[config.mk]
export PLATFORM = sky130hd
export DESIGN_NAME = amo_mem_arbiter
export DESIGN_NICKNAME = d
export VERILOG_FILES = /design/src/rtl/amo_mem_arbiter.sv
export SDC_FILE = /design/constraint.sdc
export NUM_CORES = 1
export LEC_CHECK = 0
export CORE_AREA = 8 8 221 223
export CTS_CLUSTER_DIAMETER = 120
export DETAILED_ROUTE_END_ITERATION = 10
export DIE_AREA = 0 0 229 231
export PLACE_DENSITY = 0.41
export SLEW_MARGIN = 10
export SYNTH_ARGS = -nofsm -noshare
export SYNTH_HDL_FRONTEND = slang
export SYNTH_SLANG_ARGS = --single-unit
[constraint.sdc]
create_clock -name clk_i -period 4.1 [get_ports clk_i]
set_clock_uncertainty 0.15 [all_clocks]
set_input_delay 0.41 -clock clk_i [delete_from_list [all_inputs] [get_ports clk_i]]
set_output_delay 0.41 -clock clk_i [all_outputs]
set_load 0.01 [all_outputs]
[src/rtl/amo_mem_arbiter.sv]
// amo_mem_arbiter
//   Round-robin arbiter sharing one amo_shim + SRAM bank between NumPorts requesters.
//   Blocks all grants during the shim's AMO commit cycle and tracks LR/SC reservation
//   ownership so a store-conditional from a non-owner fails locally without reaching memory.
//
// Ports
//   clk_i, rst_ni            clock, asynchronous active-low reset
//   req_i / gnt_o            per-port request (held until granted) / combinational grant
//   add_i, amo_i, wen_i,     per-port request fields (address, AMO opcode, write enable,
//   wdata_i, be_i            write data, byte enable)
//   rvalid_o / rdata_o       per-port response valid (one cycle after grant) / shared data
//   mem_*_o                  winner's request toward the shim
//   mem_gnt_i, mem_rdata_i   shim grant and read data
module amo_mem_arbiter #(
    parameter int unsigned NumPorts     = 3,
    parameter int unsigned AddrMemWidth = 32
) (
    input  logic                                     clk_i,
    input  logic                                     rst_ni,
    input  logic [NumPorts-1:0]                      req_i,
    output logic [NumPorts-1:0]                      gnt_o,
    input  logic [NumPorts-1:0][AddrMemWidth-1:0]    add_i,
    input  logic [NumPorts-1:0][3:0]                 amo_i,
    input  logic [NumPorts-1:0]                      wen_i,
    input  logic [NumPorts-1:0][63:0]                wdata_i,
    input  logic [NumPorts-1:0][7:0]                 be_i,
    output logic [NumPorts-1:0]                      rvalid_o,
    output logic [63:0]                              rdata_o,
    output logic                                     mem_req_o,
    output logic [AddrMemWidth-1:0]                  mem_add_o,
    output logic [3:0]                               mem_amo_o,
    output logic                                     mem_wen_o,
    output logic [63:0]                              mem_wdata_o,
    output logic [7:0]                               mem_be_o,
    input  logic                                     mem_gnt_i,
    input  logic [63:0]                              mem_rdata_i
);

    localparam int unsigned PrioW = $clog2(NumPorts);
    // One extra bit so prio + offset can be wrapped without overflow.
    localparam int unsigned CandW = PrioW + 1;

    localparam logic [3:0] AmoNone = 4'h0;
    localparam logic [3:0] AmoLr   = 4'hB;
    localparam logic [3:0] AmoSc   = 4'hC;

    typedef enum logic [0:0] {StIdle, StCommit} state_e;

    state_e                  state_q, state_d;
    logic [PrioW-1:0]        prio_q, prio_d;
    logic                    owner_valid_q, owner_valid_d;
    logic [PrioW-1:0]        owner_q, owner_d;
    logic [AddrMemWidth-1:0] resv_addr_q, resv_addr_d;
    logic                    rsp_valid_q, rsp_valid_d;
    logic [PrioW-1:0]        rsp_port_q, rsp_port_d;
    logic                    rsp_local_q, rsp_local_d;
    logic                    rsp_upper_q, rsp_upper_d;

    logic [CandW-1:0]        cand;
    logic [PrioW-1:0]        win_idx;
    logic                    any_req;
    logic [3:0]              win_amo;
    logic                    win_wen;
    logic [AddrMemWidth-1:0] win_add;
    logic                    is_lr, is_sc, is_rmw, is_store;
    logic                    win_owns;
    logic                    local_sc;
    logic                    idle;
    logic                    grant;

    // Round-robin scan starting at prio_q, wrapping modulo NumPorts.
    always_comb begin
        win_idx = prio_q;
        any_req = 1'b0;
        cand    = '0;
        for (int unsigned i = 0; i < NumPorts; i++) begin
            cand = {1'b0, prio_q} + CandW'(i);
            if (cand >= CandW'(NumPorts)) begin
                cand = cand - CandW'(NumPorts);
            end
            if (!any_req && req_i[cand[PrioW-1:0]]) begin
                any_req = 1'b1;
                win_idx = cand[PrioW-1:0];
            end
        end
    end

    assign win_amo  = amo_i[win_idx];
    assign win_wen  = wen_i[win_idx];
    assign win_add  = add_i[win_idx];

    assign is_lr    = (win_amo == AmoLr);
    assign is_sc    = (win_amo == AmoSc);
    assign is_rmw   = (win_amo != AmoNone) && !is_lr && !is_sc;
    assign is_store = win_wen && (win_amo == AmoNone);

    assign win_owns = owner_valid_q && (owner_q == win_idx);
    assign local_sc = is_sc && !win_owns;
    assign idle     = (state_q == StIdle);

    // A local SC is answered here, so it never needs the shim's grant.
    assign mem_req_o = any_req && idle && !local_sc;
    assign grant     = any_req && idle && (mem_gnt_i || local_sc);
    assign gnt_o     = grant ? (NumPorts'(1) << win_idx) : '0;

    assign mem_add_o   = win_add;
    assign mem_amo_o   = win_amo;
    assign mem_wen_o   = win_wen;
    assign mem_wdata_o = wdata_i[win_idx];
    assign mem_be_o    = be_i[win_idx];

    assign rvalid_o = rsp_valid_q ? (NumPorts'(1) << rsp_port_q) : '0;

    always_comb begin
        if (rsp_local_q) begin
            rdata_o = rsp_upper_q ? 64'h0000_0001_0000_0000 : 64'h0000_0000_0000_0001;
        end else begin
            rdata_o = mem_rdata_i;
        end
    end

    always_comb begin
        state_d       = state_q;
        prio_d        = prio_q;
        owner_valid_d = owner_valid_q;
        owner_d       = owner_q;
        resv_addr_d   = resv_addr_q;
        rsp_valid_d   = grant;
        rsp_port_d    = win_idx;
        rsp_local_d   = local_sc;
        rsp_upper_d   = be_i[win_idx][4];

        unique case (state_q)
            StIdle: begin
                if (grant && (win_amo != AmoNone) && !is_lr && !local_sc) begin
                    state_d = StCommit;
                end
            end
            StCommit: state_d = StIdle;
            default:  state_d = StIdle;
        endcase

        if (grant) begin
            if (win_idx == PrioW'(NumPorts - 1)) begin
                prio_d = '0;
            end else begin
                prio_d = win_idx + PrioW'(1);
            end

            if (is_lr) begin
                owner_valid_d = 1'b1;
                owner_d       = win_idx;
                resv_addr_d   = win_add;
            end else if (is_sc && win_owns) begin
                owner_valid_d = 1'b0;
            end else if ((is_store || is_rmw) && (owner_q != win_idx)
                         && (win_add == resv_addr_q)) begin
                // Another port wrote the reserved address: the reservation is lost.
                owner_valid_d = 1'b0;
            end
        end
    end

    always_ff @(posedge clk_i or negedge rst_ni) begin
        if (!rst_ni) begin
            state_q       <= StIdle;
            prio_q        <= '0;
            owner_valid_q <= 1'b0;
            owner_q       <= '0;
            resv_addr_q   <= '0;
            rsp_valid_q   <= 1'b0;
            rsp_port_q    <= '0;
            rsp_local_q   <= 1'b0;
            rsp_upper_q   <= 1'b0;
        end else begin
            state_q       <= state_d;
            prio_q        <= prio_d;
            owner_valid_q <= owner_valid_d;
            owner_q       <= owner_d;
            resv_addr_q   <= resv_addr_d;
            rsp_valid_q   <= rsp_valid_d;
            rsp_port_q    <= rsp_port_d;
            rsp_local_q   <= rsp_local_d;
            rsp_upper_q   <= rsp_upper_d;
        end
    end

endmodule

==> Implementation_results.wiki, run 1 <==
{| class="wikitable"
! Metric !! Value
|-
| Status || complete, no violations
|-
| Yosys reg bits || 43
|-
| Fill cells || 4880
|-
| Number of max-slew violations in the final report || 0
|-
| Arrival time at the worst endpoint || between 3 and 4 ns
|-
| Avg Inst Size Synth || 7.664 um^2
|-
| Worst VDD drop || about 380 uV
|-
| First-pass GRT wire length || 62950 um
|-
| Root Buffer Master || sky130_fd_sc_hd__clkbuf_16
|-
| Avg Vias per Cell || between 3 and 4
|-
| Global routing usage summed across all routing layers || 0.1631
|-
| Power Density || about 910 nW/um^2
|-
| Horizontal die dimension || between 200 and 250 um
|-
| Avg WL per Cell || around 24 um
|-
| Number of buffers inserted by port buffering || between 500 and 600
|-
| Count of vias placed by the detailed router || between 7k and 8k
|-
| Fmax || between 200 and 250 MHz
|-
| HPWL reported at the end of detailed placement || a little over 40000 um
|-
| Combined area of all synthesized cells || roughly 5600 um^2
|-
| Static leakage power || slightly below 6 nW
|-
| Category of cells accounting for the largest share of critical-path delay || simple AND/OR/NAND/NOR gates
|-
| Hold Buf Count CTS || 0
|-
| Flop-to-flop setup slack || approximately 0.20 ns
|-
| Share of cells above drive strength 1 || 0.1484
|-
| Cell internal power dissipation || roughly 6.3 mW
|-
| Final weighted congestion of routability-driven global placement || 0.8627
|-
| First-iteration detailed-routing DRC count || approximately 290
|-
| Sequential cell fraction of total power || 0.064
|-
| Global-route congestion overflow total || 0
|-
| Final critical-path share of the clock period || 0.9863
|-
| Pin count of the biggest net entering global routing || 73
|-
| Non-Filler Instances || slightly below 2k
|-
| Post-layout min period || 4.044 ns
|-
| Total core area || roughly 45000 um^2
|-
| Count of cell types in the netlist || 58
|-
| Final antenna-violating net count || 0
|-
| Max transition margin || 0.4024
|-
| Most frequent standard cell in the layout excluding fill and tap cells || sky130_fd_sc_hd__clkdlybuf4s50_1
|-
| Final routed DRC violation total || 0
|-
| Number of instances in the synthesized netlist || ~730
|-
| Share of async-settable or async-resettable flops after synthesis || 1.000
|-
| # setup viols final || 0
|-
| RSZ-0062 raised after global routing || true
|-
| Synth area leaders || sky130_fd_sc_hd__dfrtp_1 (19%), sky130_fd_sc_hd__mux2i_1 (16%), sky130_fd_sc_hd__o21ai_0 (8.6%)
|-
| Max cap viols || 0
|-
| Starting density of the core || 0.1237
|-
| Met3 usage || 0.04378
|-
| Buffer depth of the longest clock path || 2
|-
| GRT met2 Usage || 0.3093
|-
| Largest area contributor in the netlist || sky130_fd_sc_hd__dfrtp_1
|-
| Required time of the critical path || ~3.5 ns
|-
| TritonCTS clock tree || done
|-
| Synth-to-layout area growth || 139.0%
|-
| Worst skew pair latency || 0.30 ns
|-
| Ordered cell list for the critical path || buf_6 > ha_4 > and3b_1 > o21ba_4 > a311oi_4 > or2_4 > buf_4 > and3_1 > a221o_1 > nor4b_4 > buf_4 > buf_4 > nor2b_4 > nor2_2 > buf_6
|-
| Clock transition at path regs || 0.08 ns
|-
| Path category of the worst min-delay check || in2async
|-
| Power spent charging and discharging nets || a little under 6 mW
|-
| Total nets after synthesis || between 1k and 1.5k
|-
| M1 GR Usage || 0.1787
|-
| Most used flip-flop cell after synthesis || sky130_fd_sc_hd__dfrtp_1
|-
| Commonest cells after routing, fill and taps aside || sky130_fd_sc_hd__clkdlybuf4s50_1 (486), sky130_fd_sc_hd__buf_4 (106), sky130_fd_sc_hd__nand2_1 (87)
|-
| Site Rows || approximately 80
|-
| CP bufs+invs || 5
|-
| Power share of the clock group || 0.046
|-
| Hold violation count in the final report || 0
|-
| Sw Share || 0.4781
|-
| Worst Path Max Fanout || 5
|-
| Num CTS Buffers || 5
|-
| Type of the worst setup path || reg2out
|-
| Most used cell, CP || sky130_fd_sc_hd__buf_4
|-
| Pin slew with the least headroom to its limit || between 0.8 and 0.9 ns
|-
| Vias in the first global route || 8393
|-
| Height of the die || ~230 um
|-
| Proportion of synthesized chip area in sequential cells || 0.1929
|-
| Top Ports || a little under 600
|-
| Crit path max-delay cell type || sky130_fd_sc_hd__dfrtp_1
|-
| Relative contribution of combinational cells to total power || 0.891
|-
| Slowest stage delay, CP || approximately 0.43 ns
|-
| # H-tree levels || 2
|-
| Placed cells || about 2k
|-
| Startpoint type of the worst setup path || register
|-
| Number of enable-type register cells in the synthesized netlist || 0
|-
| Antenna violations before repair || 14
|-
| Element type at the critical path end || primary output
|-
| Die footprint || 52900 um^2
|-
| Total length of routed wires || roughly 47000 um
|-
| Core occupancy in the finished layout || 0.2957
|-
| Number of clock sinks seen by CTS || 43
|-
| Hold_ws || ~0.055 ns
|-
| Total number of nets in the final design || 1775
|-
| Share of the synthesized area in the top cell type || 0.1929
|-
| Synth warnings || 0
|-
| Number of detailed-route iterations in the first pass || 4
|-
| GR peak layer || met2
|}
==> through the flow <==
step	area [um^2]	total power [mW]	setup WS, ns	TNS (ns)
detailed placement	12670	11.47	-0.2143	-0.9920
global placement	12670	11.50	-0.1866	-0.5765
global route	13310	13.08	-0.09814	-0.3242
finish	13330	12.12	0.05599	0
CTS	13020	11.98	-0.05911	-0.08516
floorplan	5580	5.548	0.04899	0
==> area by class of cell <==
| type | count | area, um^2 | share of cell area |
|---|---|---|---|
| Antenna cell | 13 | 32.53 | 0.002440 |
| Clock buffer | 5 | 125.1 | 0.009384 |
| Clock inverter | 3 | 71.32 | 0.005349 |
| Inverter | 32 | 122.6 | 0.009197 |
| Multi-Input combinational cell | 594 | 4327 | 0.3245 |
| Sequential cell | 43 | 1077 | 0.08080 |
| Tap cell | 600 | 750.7 | 0.05631 |
| Timing Repair Buffer | 698 | 6827 | 0.5120 |
==> registers in the layout, summed over array words and instances (netlist names) <==
name,flops
owner_valid_q,1
rsp_upper_q,1
prio_q,2
rsp_port_q,2
owner_q,2
resv_addr_q,32
rsp_valid_q,1
state_q,1
rsp_local_q,1
==> power groups by stage <==
stage,combinational [mW],clock (mW),sequential (mW)
floorplan,4.86,0,0.690
global placement,10.7,0,0.779
detailed placement,10.7,0,0.784
CTS,10.6,0.580,0.775
global route,11.7,0.595,0.804
finish,10.8,0.552,0.772
==> metal layers <==
layer,wire [um],part of all wire,vias up
met5,13,0.00028,-
met4,889,0.019,2
met3,3072,0.065,31
met2,24660,0.52,340
met1,18420,0.39,3691
li1,-,-,3883
==> cells by family after synthesis <==
kind of cell | share of synthesized area
compound gates | 0.2043
buf+inv | 0.07513
xor+xnor | 0.05024
mux | 0.2361
simple gates | 0.2323
fa+ha+maj | 0.008971
flops | 0.1929
==> cell usage after synthesis, drive strengths merged, types with 2 or more instances <==
master  count
o21ai      99
mux2i      90
nand2      87
nor2b      64
dfrtp      43
mux2       36
a21oi      34
inv        32
buf        30
nor2       30
clkbuf     29
xnor2      23
and3       20
nor4       13
nand3      11
nor3       10
xor2        9
a311oi      7
o211ai      6
o221ai      6
a22oi       5
o21a        5
and3b       4
ha          4
o22ai       4
a221o       3
nand3b      3
nand4       3
a221oi      2
a31oi       2
or2         2
==> final timing paths <==
path,from,depth (start not counted),end
worst min register to register,resv_addr_q[20]$_DFFE_PN0P_,1,resv_addr_q[20]$_DFFE_PN0P_
worst max register to register,prio_q[1]$_DFFE_PN0P_,18,owner_valid_q$_DFFE_PN0P_
worst max-delay path,prio_q[1]$_DFFE_PN0P_,15,mem_req_o
worst min-delay path,rst_ni,2,resv_addr_q[30]$_DFFE_PN0P_
min in group clk_i,resv_addr_q[20]$_DFFE_PN0P_,1,resv_addr_q[20]$_DFFE_PN0P_
max in group asynchronous,rst_ni,2,rsp_local_q$_DFF_PN0_
==> what timing repair did <==
| action | CTS | global route |
|---|---|---|
| endpoints found under the setup margin | 110 | 74 |
| cloned | 0 | 2 |
| resized for setup | 113 | 61 |
| pin swaps | 9 | 12 |
| setup buffers | 13 | 8 |
No activity file was read; power rests on OpenSTA's default activity.
==> run 2: changes to the inputs <==
Settings changed: ABC_AREA from default to 1, CORE_AREA 8 8 221 223 to 8 8 218 220, DIE_AREA 0 0 229 231 to 0 0 226 228, PLACE_DENSITY 0.41 to 0.43.
==> Implementation_results.wiki, run 2 <==
{| class="wikitable"
! Metric !! Value
|-
| Status || complete, no violations
|-
| Share of cells above drive strength 1 || 0.05348
|-
| Setup Slack @ Placement || 0.08638 ns
|-
| Static leakage power || 6.259 nW
|-
| Share of synthesized area spent on multiplexers || 0
|-
| Max cap viols || 0
|-
| Post-route total power || about 15 mW
|-
| Pin slew with the least headroom to its limit || about 0.6 ns
|-
| DRT met1 WL || roughly 17000 um
|-
| Cell with the most instances after synthesis || sky130_fd_sc_hd__nand2_1
|-
| RSZ-0062 raised after global routing || true
|-
| Top Ports || between 500 and 600
|-
| Main combinational cell family by area after synthesis || simple AND/OR/NAND/NOR gates
|-
| Amount of wire on met2 after detailed routing || ~25000 um
|-
| Path category of the worst min-delay check || reg2reg
|-
| Avg Vias per Cell || roughly 4
|-
| Count of vias placed by the detailed router || roughly 9.5k
|-
| Count of cell types in the netlist || 31
|-
| Fraction of the mapped netlist area in simple logic gates || 0.5860
|-
| Highest signal layer in the routed design || met5
|-
| Worst VDD drop || approximately 570 uV
|-
| Total nets after synthesis || between 1.5k and 2k
|-
| Most used flip-flop cell after synthesis || sky130_fd_sc_hd__dfrtp_1
|-
| Number of buffers inserted by port buffering || around 580
|-
| # H-tree levels || 2
|-
| Horizontal die dimension || 226 um
|-
| Combined area of the multi-input logic cells || roughly 4000 um^2
|-
| Combined area of all synthesized cells || 6008 um^2
|-
| Slowest stage delay, CP || between 0.6 and 0.7 ns
|-
| Total core area || 43840 um^2
|-
| Global routing usage summed across all routing layers || 0.1718
|-
| Post-layout min period || 4.007 ns
|-
| Die footprint || ~52000 um^2
|-
| Leading cell types by count after synthesis || sky130_fd_sc_hd__nand2_1 (485), sky130_fd_sc_hd__nand3_1 (206), sky130_fd_sc_hd__inv_1 (190)
|-
| Total number of nets in the final design || 2139
|-
| Core occupancy in the finished layout || 0.2951
|-
| Number of max-slew violations in the final report || 0
|-
| Antenna violations before repair || 15
|-
| Commonest cells after routing, fill and taps aside || sky130_fd_sc_hd__clkdlybuf4s50_1 (560), sky130_fd_sc_hd__nand2_1 (483), sky130_fd_sc_hd__nand3_1 (205)
|-
| Synth-to-layout area growth || 115.3%
|-
| Vias in the first global route || a little under 10k
|-
| Worst Path Max Fanout || 33
|-
| Largest area contributor in the netlist || sky130_fd_sc_hd__nand2_1
|-
| Height of the die || roughly 230 um
|-
| Flip-flop count of the largest register after layout || 32
|-
| Number of enable-type register cells in the synthesized netlist || 0
|-
| Share of synthesized cell area in full adder, half adder and majority cells || 0.008330
|-
| First-iteration detailed-routing DRC count || ~360
|-
| R2R cell count || 28
|-
| Synth area leaders || sky130_fd_sc_hd__nand2_1 (30%), sky130_fd_sc_hd__dfrtp_1 (18%), sky130_fd_sc_hd__nand3_1 (17%)
|-
| # setup viols final || 0
|-
| Share of the synthesized area in the top cell type || 0.3030
|-
| Yosys reg bits || between 40 and 50
|-
| Site Rows || a little under 80
|-
| Hold violation count in the final report || 0
|-
| Post-synthesis compound-gate area fraction || 0.05123
|-
| Buffer depth of the longest clock path || 2
|-
| Cells on Worst Hold Path || 2
|-
| Element type at the critical path end || primary output
|-
| Share of async-settable or async-resettable flops after synthesis || 1.000
|-
| Crit path max-delay cell type || sky130_fd_sc_hd__clkdlybuf4s50_1
|-
| First-pass GRT wire length || ~66000 um
|-
| Largest register by flop count || resv_addr_q
|-
| Proportion of synthesized chip area in sequential cells || 0.1791
|-
| Xor-xnor portion of the synthesized cell area || 0.002915
|-
| Fmax || 249.6 MHz
|-
| TritonCTS clock tree || done
|-
| Type of the worst setup path || reg2out
|-
| Starting density of the core || 0.1371
|-
| Most frequent standard cell in the layout excluding fill and tap cells || sky130_fd_sc_hd__clkdlybuf4s50_1
|-
| CP bufs+invs || 5
|-
| Total length of routed wires || 47300 um
|-
| Synth warnings || 0
|-
| Category of cells accounting for the largest share of critical-path delay || buffers and inverters
|-
| Most used cell, CP || sky130_fd_sc_hd__nand3_1
|-
| Arrival time at the worst endpoint || around 3.5 ns
|-
| Number of clock sinks seen by CTS || 43
|-
| Worst skew pair latency || 0.31 ns
|-
| Ordered cell list for the critical path || inv_1 > ha_2 > inv_2 > nand2_1 > nand3_1 > nand2_1 > nand2_2 > inv_2 > nand3_1 > nand2_4 > buf_4 > nand3_1 > nand3_1 > clkdlybuf4s50_1
|-
| Final weighted congestion of routability-driven global placement || 0.9376
|-
| Final routed DRC violation total || 0
|-
| Number of instances in the synthesized netlist || approximately 1.2k
|-
| Startpoint type of the worst setup path || register
|-
| Required time of the critical path || 3.54 ns
|-
| Number of detailed-route iterations in the first pass || 4
|-
| Avg WL per Cell || between 20 and 25 um
|-
| Avg Inst Size Synth || between 5 and 6 um^2
|-
| Final antenna-violating net count || 0
|-
| Global-route congestion overflow total || 0
|-
| Num CTS Buffers || 5
|-
| Routed length on met3 || ~3700 um
|-
| Minimum setup slack in the final design || 0.09347 ns
|-
| Root Buffer Master || sky130_fd_sc_hd__clkbuf_16
|-
| Pin count of the biggest net entering global routing || between 70 and 80
|-
| Power Density || approximately 1200 nW/um^2
|-
| Number of cells on the critical path || 14
|-
| Clock transition at path regs || roughly 0.08 ns
|-
| Sequential Area || 1077 um^2
|-
| Final critical-path share of the clock period || 0.9772
|-
| Max transition margin || 0.6007
|-
| HPWL reported at the end of detailed placement || 39140 um
|-
| Fill cells || 4925
|}
[run 2: cell types whose count changed in the layout (fill, tap and decap cells not counted), moves of 63 or more]
| cell | previous run | this run |
|---|---|---|
| sky130_fd_sc_hd__o21ai_0 | 85 | 13 |
| sky130_fd_sc_hd__mux2i_1 | 81 | 0 |
| sky130_fd_sc_hd__clkdlybuf4s50_1 | 486 | 560 |
| sky130_fd_sc_hd__inv_1 | 28 | 190 |
| sky130_fd_sc_hd__nand3_1 | 11 | 205 |
| sky130_fd_sc_hd__nand2_1 | 87 | 483 |
| sky130_fd_sc_hd__nor2b_1 | 63 | 0 |
| sky130_fd_sc_hd__buf_4 | 106 | 19 |
[run 2: path summary, 6_finish.rpt]
check                                               to                      start  slack, ns
min                          owner_valid_q$_DFFE_PN0P_  owner_valid_q$_DFFE_PN0P_       0.33
max reg2reg                  owner_valid_q$_DFFE_PN0P_      prio_q[0]$_DFFE_PN0P_       0.43
max in group asynchronous  resv_addr_q[26]$_DFFE_PN0P_                     rst_ni       2.53
min reg2reg                  owner_valid_q$_DFFE_PN0P_  owner_valid_q$_DFFE_PN0P_       0.33
max                                          mem_wen_o      prio_q[0]$_DFFE_PN0P_       0.09
min in group asynchronous  resv_addr_q[29]$_DFFE_PN0P_                     rst_ni       0.48
[run 2: cells by family after synthesis]
group | count (synthesis)
compound gates | 53
xor+xnor | 2
fa+ha+maj | 4
simple gates | 821
buf+inv | 265
flops | 43
[run 2: tightest hold or removal path, stage by stage, from the launching register on]
cell	delay, ns
sky130_fd_sc_hd__dfrtp_1	0.35
sky130_fd_sc_hd__nand2_1	0.05
sky130_fd_sc_hd__nand2_1	0.05
[run 2: what timing repair did]
item	in CTS	in global routing
setup buffers	0	4
hold buffers	1	0
endpoints found under the hold margin	21	0
setup endpoints to repair	86	105
cloned	1	3
pin swaps	2	2
gates resized for setup	12	32
[run 2: stage by stage]
step	instance area, um^2	cells	hold slack (ns)	setup TNS, ns
2_1_floorplan	6008	1188	-0.03559	0
3_3_place_gp	12520	2314	0.3114	0
3_5_place_dp	12520	2314	0.3110	0
4_1_cts	12740	2324	0.3354	0
5_1_grt	12930	2338	0.3728	-2.230
6_report	12940	2339	0.3277	0
[run 2: layer usage]
metal,vias to the layer above,track usage
met5,-,0
met4,6,0.05911
met2,391,0.3272
met1,4317,0.1736
li1,4732,-
met3,62,0.05183
[run 2: cell type report]
class	count	share of cell area
diodes	8	0.001547
clock inverters	3	0.003385
repair buffers	609	0.4799
multi-input cells	881	0.3075
clock buffers	5	0.009671
well taps	592	0.05725
flip-flops and latches	43	0.08327
inverters	198	0.05745
[run 2: power breakdown]
group	switching, mW	leakage [nW]	total [mW]	internal (mW)
sequential	0.139	0.561	0.750	0.611
combinational	8.04	5.61	14.0	5.95
clock	0.214	0.0838	0.503	0.289
